===== config.mk =====
export PLATFORM = sky130hd
export DESIGN_NAME = mem_access
export DESIGN_NICKNAME = d
export VERILOG_FILES = /design/src/rtl/mem_access_pkg.sv /design/src/rtl/mem_load_ext.sv /design/src/rtl/mem_access.sv
export SDC_FILE = /design/constraint.sdc
export NUM_CORES = 1
export LEC_CHECK = 0
export CAP_MARGIN = 20
export CELL_PAD_IN_SITES_DETAIL_PLACEMENT = 0
export CELL_PAD_IN_SITES_GLOBAL_PLACEMENT = 2
export CORE_MARGIN = 2
export CORE_UTILIZATION = 22
export CTS_CLUSTER_SIZE = 10
export DETAILED_ROUTE_END_ITERATION = 8
export PLACE_DENSITY_LB_ADDON = 0.08
export REMOVE_ABC_BUFFERS = 1
export SLEW_MARGIN = 20
export SYNTH_ARGS = -nofsm -noshare
export SYNTH_HDL_FRONTEND = slang
export SYNTH_SLANG_ARGS = --single-unit

===== constraint.sdc =====
create_clock -name clk -period 1.8 [get_ports clk]
set_clock_uncertainty 0.1 [all_clocks]
set_input_delay 0.18 -clock clk [delete_from_list [all_inputs] [get_ports clk]]
set_output_delay 0.18 -clock clk [all_outputs]
set_load 0.03 [all_outputs]

===== src/rtl/mem_access_pkg.sv =====
// rtl/mem_access_pkg.sv - shared widths, funct3 codes, FSM states and access sizing for mem_access
package mem_access_pkg;

  localparam int REG_BUS = 32;

  localparam logic [2:0] F3_LB  = 3'b000;
  localparam logic [2:0] F3_LH  = 3'b001;
  localparam logic [2:0] F3_LW  = 3'b010;
  localparam logic [2:0] F3_LBU = 3'b100;
  localparam logic [2:0] F3_LHU = 3'b101;

  typedef enum logic {
    MEM_IDLE = 1'b0,
    MEM_BUSY = 1'b1
  } mem_state_e;

  typedef enum logic [1:0] {
    SZ_BYTE = 2'd0,
    SZ_HALF = 2'd1,
    SZ_WORD = 2'd2
  } mem_size_e;

  // Unlisted funct3 codes fall through to a word access for both loads and stores.
  function automatic mem_size_e access_size(input logic is_store, input logic [2:0] funct3);
    mem_size_e sz;
    sz = SZ_WORD;
    if (is_store) begin
      case (funct3)
        F3_LB:   sz = SZ_BYTE;
        F3_LH:   sz = SZ_HALF;
        default: sz = SZ_WORD;
      endcase
    end else begin
      case (funct3)
        F3_LB, F3_LBU: sz = SZ_BYTE;
        F3_LH, F3_LHU: sz = SZ_HALF;
        default:       sz = SZ_WORD;
      endcase
    end
    return sz;
  endfunction

endpackage


===== src/rtl/mem_load_ext.sv =====
// rtl/mem_load_ext.sv - selects the addressed byte/half of a read word and sign- or zero-extends it
module mem_load_ext
  import mem_access_pkg::*;
(
  input  logic [REG_BUS-1:0] rdata_i,
  input  logic [1:0]         addr_lo_i,
  input  logic [2:0]         funct3_i,
  output logic [REG_BUS-1:0] data_o
);

  logic [7:0]  byte_sel;
  logic [15:0] half_sel;

  always_comb begin
    case (addr_lo_i)
      2'd0:    byte_sel = rdata_i[7:0];
      2'd1:    byte_sel = rdata_i[15:8];
      2'd2:    byte_sel = rdata_i[23:16];
      default: byte_sel = rdata_i[31:24];
    endcase
    half_sel = addr_lo_i[1] ? rdata_i[31:16] : rdata_i[15:0];

    case (funct3_i)
      F3_LB:   data_o = {{24{byte_sel[7]}}, byte_sel};
      F3_LBU:  data_o = {24'b0, byte_sel};
      F3_LH:   data_o = {{16{half_sel[15]}}, half_sel};
      F3_LHU:  data_o = {16'b0, half_sel};
      default: data_o = rdata_i;
    endcase
  end

endmodule


===== src/rtl/mem_access.sv =====
// rtl/mem_access.sv - MEM stage: issues one data-memory access at a time and registers MEM/WB outputs
module mem_access
  import mem_access_pkg::*;
(
  input  logic               clk,
  input  logic               rst,
  input  logic               valid_i,
  input  logic               ctrl_mem_read_i,
  input  logic               ctrl_mem_write_i,
  input  logic [2:0]         mem_funct3_i,
  input  logic [REG_BUS-1:0] alu_result_i,
  input  logic [REG_BUS-1:0] store_data_i,
  input  logic               ctrl_wb_Mem2Reg_i,
  input  logic               ctrl_wb_RegWrite_i,
  input  logic [4:0]         rd_i,
  output logic               dmem_req_o,
  output logic               dmem_we_o,
  output logic [REG_BUS-1:0] dmem_addr_o,
  output logic [3:0]         dmem_be_o,
  output logic [REG_BUS-1:0] dmem_wdata_o,
  input  logic               dmem_ack_i,
  input  logic [REG_BUS-1:0] dmem_rdata_i,
  output logic               stall_o,
  output logic               valid_o,
  output logic [REG_BUS-1:0] mem_read_data_o,
  output logic [REG_BUS-1:0] alu_result_o,
  output logic               ctrl_wb_Mem2Reg_o,
  output logic               ctrl_wb_RegWrite_o,
  output logic [4:0]         rd_o,
  output logic               misalign_o
);

  mem_state_e         state_q, state_d;
  logic               req_q, req_d, we_q, we_d;
  logic [REG_BUS-1:0] addr_q, addr_d, wdata_q, wdata_d;
  logic [3:0]         be_q, be_d;
  logic               valid_q, valid_d, misalign_q, misalign_d;
  logic [REG_BUS-1:0] rdata_q, rdata_d, alu_q, alu_d;
  logic               m2r_q, m2r_d, rw_q, rw_d;
  logic [4:0]         rd_q, rd_d;

  logic               mem_op, is_store, misaligned;
  mem_size_e          size;
  logic [3:0]         be_lane;
  logic [REG_BUS-1:0] wdata_lane, load_data;

  // A simultaneous read+write request is resolved as a store.
  assign mem_op   = ctrl_mem_read_i | ctrl_mem_write_i;
  assign is_store = ctrl_mem_write_i;
  assign size     = access_size(is_store, mem_funct3_i);
  assign misaligned = mem_op &
                      (((size == SZ_HALF) & alu_result_i[0]) |
                       ((size == SZ_WORD) & (alu_result_i[1:0] != 2'b00)));

  always_comb begin
    be_lane    = 4'b1111;
    wdata_lane = store_data_i;
    case (size)
      SZ_BYTE: begin
        be_lane    = 4'b0001 << alu_result_i[1:0];
        wdata_lane = {4{store_data_i[7:0]}};
      end
      SZ_HALF: begin
        be_lane    = alu_result_i[1] ? 4'b1100 : 4'b0011;
        wdata_lane = {2{store_data_i[15:0]}};
      end
      default: ;
    endcase
  end

  mem_load_ext u_load_ext (
    .rdata_i   (dmem_rdata_i),
    .addr_lo_i (alu_result_i[1:0]),
    .funct3_i  (mem_funct3_i),
    .data_o    (load_data)
  );

  // Upstream holds the instruction stable through BUSY, so the ack cycle still sees its fields.
  always_comb begin
    state_d    = state_q;
    req_d      = req_q;
    we_d       = we_q;
    addr_d     = addr_q;
    be_d       = be_q;
    wdata_d    = wdata_q;
    valid_d    = 1'b0;
    misalign_d = 1'b0;
    rdata_d    = rdata_q;
    alu_d      = alu_q;
    m2r_d      = m2r_q;
    rw_d       = rw_q;
    rd_d       = rd_q;
    stall_o    = 1'b0;
    case (state_q)
      MEM_IDLE: begin
        if (valid_i) begin
          if (mem_op && !misaligned) begin
            stall_o = 1'b1;
            state_d = MEM_BUSY;
            req_d   = 1'b1;
            we_d    = is_store;
            addr_d  = {alu_result_i[REG_BUS-1:2], 2'b00};
            be_d    = be_lane;
            wdata_d = wdata_lane;
          end else begin
            valid_d    = 1'b1;
            misalign_d = misaligned;
            rdata_d    = '0;
            alu_d      = alu_result_i;
            m2r_d      = ctrl_wb_Mem2Reg_i;
            rw_d       = ctrl_wb_RegWrite_i & ~misaligned;
            rd_d       = rd_i;
          end
        end
      end
      MEM_BUSY: begin
        if (dmem_ack_i) begin
          state_d = MEM_IDLE;
          req_d   = 1'b0;
          we_d    = 1'b0;
          addr_d  = '0;
          be_d    = '0;
          wdata_d = '0;
          valid_d = 1'b1;
          rdata_d = is_store ? '0 : load_data;
          alu_d   = alu_result_i;
          m2r_d   = ctrl_wb_Mem2Reg_i;
          rw_d    = ctrl_wb_RegWrite_i;
          rd_d    = rd_i;
        end else begin
          stall_o = 1'b1;
        end
      end
      default: state_d = MEM_IDLE;
    endcase
  end

  always_ff @(posedge clk) begin
    if (rst) begin
      state_q    <= MEM_IDLE;
      req_q      <= 1'b0;
      we_q       <= 1'b0;
      addr_q     <= '0;
      be_q       <= '0;
      wdata_q    <= '0;
      valid_q    <= 1'b0;
      misalign_q <= 1'b0;
      rdata_q    <= '0;
      alu_q      <= '0;
      m2r_q      <= 1'b0;
      rw_q       <= 1'b0;
      rd_q       <= '0;
    end else begin
      state_q    <= state_d;
      req_q      <= req_d;
      we_q       <= we_d;
      addr_q     <= addr_d;
      be_q       <= be_d;
      wdata_q    <= wdata_d;
      valid_q    <= valid_d;
      misalign_q <= misalign_d;
      rdata_q    <= rdata_d;
      alu_q      <= alu_d;
      m2r_q      <= m2r_d;
      rw_q       <= rw_d;
      rd_q       <= rd_d;
    end
  end

  assign dmem_req_o         = req_q;
  assign dmem_we_o          = we_q;
  assign dmem_addr_o        = addr_q;
  assign dmem_be_o          = be_q;
  assign dmem_wdata_o       = wdata_q;
  assign valid_o            = valid_q;
  assign misalign_o         = misalign_q;
  assign mem_read_data_o    = rdata_q;
  assign alu_result_o       = alu_q;
  assign ctrl_wb_Mem2Reg_o  = m2r_q;
  assign ctrl_wb_RegWrite_o = rw_q;
  assign rd_o               = rd_q;

endmodule

# Word-level counts from Yosys, hierarchy flattened
# Index checks and enable logic that the tools add are counted.
[op_classes] n_eq_ne=11 n_reduce_logical=11 multipliers=0 n_mux=56 div_mod_pow=0 shift=1 n_addsub=0 order_cmp=0 n_bitwise=9
[ops] op="32-bit 2-to-1 mux" count=12
[ops] op="32-bit one-hot mux with 2 select lines" count=5
[ops] op="32-bit one-hot mux with 4 select lines" count=1
[ops] op="8-bit one-hot mux with 3 select lines" count=1
[ops] op="1-bit 2-to-1 mux" count=17
[ops] op="16-bit 2-to-1 mux" count=1
[ops] op="4-bit 2-to-1 mux" count=4
[ops] op="4-bit one-hot mux with 2 select lines" count=2
[ops] op="5-bit 2-to-1 mux" count=3
[ops] op="1-bit one-hot mux with 2 select lines" count=6
[ops] op="5-bit one-hot mux with 2 select lines" count=1
[ops] op="2-bit inequality test (second input constant)" count=4
[ops] op="2-bit one-hot mux with 2 select lines" count=2
[ops] op="3-bit == test (second input constant)" count=2
[ops] op="3-bit AND reduction" count=2
[ops] op="1-bit bitwise AND" count=4
[ops] op="2-bit by 1-bit == test with 1-bit output (second input constant)" count=2
[ops] op="2-bit == test (second input constant)" count=2
[ops] op="2-bit zero test" count=2
[ops] op="2-bit OR reduction" count=2
[ops] op="4-bit OR reduction" count=1
[ops] op="1-bit by 2-bit << shifter with 4-bit output (first input constant)" count=1
[ops] op="3-bit by 1-bit == test with 1-bit output (second input constant)" count=1
[ops] op="3-bit zero test" count=1
[ops] op="6 further kinds" count=9
[word_totals] mem_bits_ro=0 inputBits=112 n_memories=0 elab_cells=101 latch_bits=0 reg_bits=144 ram_bits=0

# Longest topological paths before layout
[logic_depth] word_depth=13 ltp_mapped=7 ltp_nobuf=4

# Modules after synthesis
# A second synthesis with hierarchy kept.
[hier_totals] cells_unflattened=604 area_unflattened_um2=6287.3
[modules_own_cells] mod="mem_access" cells_each=471 area_each_um2=5317.6 instances=1 seq_area_each_um2=2842.7
[modules_own_cells] mod="mem_load_ext" cells_each=133 area_each_um2=969.7 instances=1 seq_area_each_um2=0.0

# Worst setup path after synthesis
# OpenSTA, ideal clock, no wires.
[synth_path] path_kind="input to output" startpoint="input port ctrl_mem_write_i" endpoint="output port stall_o" required_time_ps=1520 slack_ps=-44 path_buffers=2 arrival_time_ps=1564 cell_stages=6 cell_sequence="buf_2 -> a211o_1 -> a22oi_2 -> buf_2 -> nand2_1 -> nand2_1"
[synth_between] elab_chain_cells=10 elab_cells_between_ends=13
[synth_rtl] element="start: declaration" line="mem_access.sv:9" rtl="input logic ctrl_mem_write_i,"
[synth_rtl] element="2-bit 2-to-1 mux" line="mem_access_pkg.sv:27" rtl="if (is_store) begin"
[synth_rtl] element="2-bit by 1-bit == test with 1-bit output / 2-bit == test (equally long branches)" line="mem_access.sv:52, mem_access.sv:53"
[synth_rtl] element="1-bit bitwise AND, on equally long branches" line="mem_access.sv:52, mem_access.sv:53"
[synth_rtl] element="1-bit bitwise OR" line="mem_access.sv:52" rtl="(((size == SZ_HALF) & alu_result_i[0]) |"
[synth_rtl] element="1-bit bitwise AND" line="mem_access.sv:51" rtl="assign misaligned = mem_op &"
[synth_rtl] element="1-bit zero test" line="mem_access.sv:97" rtl="if (mem_op && !misaligned) begin"
[synth_rtl] element="1-bit logical AND (*)" line="mem_access.sv:97"
[synth_rtl] element="1-bit 2-to-1 mux (*)" line="mem_access.sv:97"
[synth_rtl] element="1-bit 2-to-1 mux (*)" line="mem_access.sv:96" rtl="if (valid_i) begin"
[synth_rtl] element="1-bit one-hot mux with 2 select lines (*)" line="mem_access.sv:94" rtl="case (state_q)"
[synth_rtl] element="end: declaration" line="mem_access.sv:23" rtl="output logic stall_o,"
# Mark *: on every way between the ends. The rest lies on a longest branch, timed or not.

# Worst setup path in the final report
[layout_path] startpoint="register rw_q, in the netlist ctrl_wb_RegWrite_o" endpoint="output port ctrl_wb_RegWrite_o"
[layout_lines] element="start: declaration" line="mem_access.sv:39" rtl="logic m2r_q, m2r_d, rw_q, rw_d;"
[layout_lines] element="start signal: assignment" line="mem_access.sv:165" rtl="rw_q <= rw_d;"
[layout_lines] element="end: declaration" line="mem_access.sv:28" rtl="output logic ctrl_wb_RegWrite_o,"
# No word-level cell between the ends.

==> flow_summary.toml <==
[synth]
ys_types = 46
ys_seq_elements = 142
syn_inst = 584
synth-simple-area-share_pct = 10.7
muxShareOfSynthArea_pct = 11.4
synthAdderAreaFrac_pct = 0
avgSynthCellArea_sq_um = 10.2
synth_ff_type = "dfxtp_1"
synthArstFlopShare_pct = 0
synth_top_family_by_area = "compound AO/OA/AOI/OAI gates"
yosysSeqAreaShare_pct = 47.9
synth_compound_area_share_pct = 25.0
synth_xor_area_share_pct = 0
yosys_warnings = 0
syn_area_sq_mm = 0.00593
synth_edf_count = 0

[cells_and_area]
finish.instance_area_sq_mm = 0.00989
nNetsFinal = 983
diodes = 0
final_common_cell = "clkdlybuf4s50_1"
num-fill-cells = 2707
final_layout_size_suffix_gt1_share_pct = 14.8
register_area_sq_mm = 0.00284
multi_input_area_sq_mm = 0.00282
final_cell_mix = "clkdlybuf4s50_1, dfxtp_1, nand2_1"
area_delta_synth_final_pct = 66.8

[cts]
cts_tree = "built"
worstSkewPairLatency_ns = 0.41
numCtsBuffers = 17
cts_root_buf = "clkbuf_16"
clk_pin_slew_worst_paths_ns = 0.06
htreeDepth = 4
cts_sinks = 142
cts_max_path_buffers = 2
hold_buffers = 0

[floorplanning]
die_x_um = 168
fp-row-count = 60
fp.dieArea_sq_mm = 0.0283
core-area_sq_mm = 0.0267
boundaryPins = 256
fp.dieH_um = 168
start_util_pct = 22.2

[setup_path]
arrival_ns = 1.48
cp_num_buf_inv = 1
setup.worst_path.class = "flip-flop to output pin"
worstPathRequired_ns = 1.52
r2r_cells = 7
crit_cells = 1
critPathLaunchType = "flip-flop"
critPathSlowestCell = "clkdlybuf4s50_1"
crit_family = "buffers and inverters"
critPathCaptureType = "output pin"
path_max_fanout = 2
max_stage_delay_ns = 0.74
worstPathCellList = "clkdlybuf4s50_1"

[detailed_routing]
wl_per_cell_um = 18.2
drcViolationCount = 0
vias_per_cell = 4.65
drt-total-wl_mm = 22.3
dr.pass1.iters = 4
drt_iter0_drc = 330
drtAntennaViolNets = 0
vias = 5696

[placement]
finalWeightedCongestion = 0.756
post_dp_cell_area_sq_mm = 0.00920
portBuffers = 253
place.detailed.hpwl_mm = 16.2

[sta]
layout_worst_path_cycle_share_pct = 97.9
finalCriticalPeriod_ns = 1.76
fin_setup_tns_ns = 0
slew_violations = 0
finalHoldViolCount = 0
grt_setup_unrepaired = "false"
tightest_slew_ns = 0.544
relSlewSlack_pct = 63.7
setup_viol = 0
fmax_ghz = 0.567

[grt]
grt_use_total_pct = 15.7
grt_pass1_vias = 5938
grt_pass1_wl_mm = 34.4
antenna_found_initial = 0
grt_max_degree = 49
grt-ovfl-total = 0

[pwr]
power_mw = 8.68
power.leakage_nw = 4.11
cellPowerDensity_mw_per_mm2 = 877
ir_drop_mv = 0.392

[min_path]
hold_depth = 3
worstHoldPathType = "input port to flip-flop"

[flow_run]
drv_cap = 0

[outcome]
outcome = "completed"
==> power by group <==
part	switching [mW]	leakage [nW]	internal [mW]
Combinational	0.922	2.67	0.820
Clock	1.49	0.284	2.07
Sequential	0.0789	1.16	3.29
==> per-stage QoR <==
step | instances | utilization (%) | setup slack, ns | hold WS (ns)
floorplan | 530 | - | -0.916 | 0.149
global placement | 1188 | 34.4 | -0.459 | 0.344
finish | 1225 | 37.0 | 0.0369 | 0.199
detailed placement | 1188 | 34.4 | -0.522 | 0.349
global route | 1225 | 37.0 | 0.000559 | 0.196
CTS | 1224 | 36.8 | 0.00336 | 0.178
==> path summary, 6_finish.rpt <==
check | startpoint | to | slack (ns)
worst max-delay path | ctrl_wb_RegWrite_o | ctrl_wb_RegWrite_o | 0.04
worst min register to register | alu_result_o[3] | alu_result_o[3] | 0.36
worst max register to register | state_q | dmem_wdata_o[17] | 0.20
worst min-delay path | ctrl_mem_write_i | dmem_we_o | 0.20
==> state kept, by name (all words and copies together), names as in the netlist, 4 cells and up <==
name / flops
alu_result_o: 32
dmem_wdata_o: 32
mem_read_data_o: 32
dmem_addr_o: 30
rd_o: 5
dmem_be_o: 4
==> cells by family (layout without fill, tap and decap cells) <==
logic type / count (synthesis) / count (layout)
muxes: 65 / 65
DFF: 142 / 142
other: 1 / 2
AOI/OAI and AO/OA: 183 / 183
buffers and inverters: 58 / 357
and+or+nand+nor: 135 / 135
==> routing by layer <==
layer,up-vias,GRT usage [%],share of wire [%],wire length (um)
met5,-,0,0,0
met4,0,5.28,1.8,413
met3,24,4.84,7.3,1640
met2,210,24.1,45,10000
met1,2695,21.0,46,10300
li1,2767,-,-,-
==> cells in the mapped netlist (2+ instances only) <==
cell type	instances	area, sq um
a211o_1	7	61.3
a211oi_1	2	15.0
a21o_1	2	15.0
a21oi_1	26	130
a21oi_2	2	17.5
a221o_1	19	190
a221oi_1	8	70.1
a22o_1	52	455
and3b_1	7	61.3
buf_2	17	85.1
buf_4	7	52.6
buf_6	4	45.0
clkbuf_1	26	97.6
clkinv_1	2	7.51
dfxtp_1	142	2840
mux2_2	10	113
mux2i_1	54	541
nand2_1	89	334
nand2b_1	4	25.0
nand3_1	9	45.0
nor2_1	6	22.5
nor2b_1	3	18.8
nor3_1	5	25.0
o2111ai_1	9	78.8
o211ai_1	17	128
o21ai_0	8	40.0
o2bb2ai_1	22	193
o31ai_1	2	15.0
or3_1	6	37.5
==> timing repair <==
item	4_1_cts	5_1_grt
endpoints found under the hold margin	0	0
gates resized for setup	26	16
buffers inserted	4	1
pin swaps	3	2
setup endpoints to repair	54	19
==> area by class of cell <==
cell class              count  area share, %
inverters                   3          0.114
well taps                 341           4.31
repair buffers            322           32.4
clock inverters            14           1.59
multi-input cells         385           28.5
clock buffers              18           4.34
flip-flops and latches    142           28.7
No activity file was read; power rests on OpenSTA's default activity.
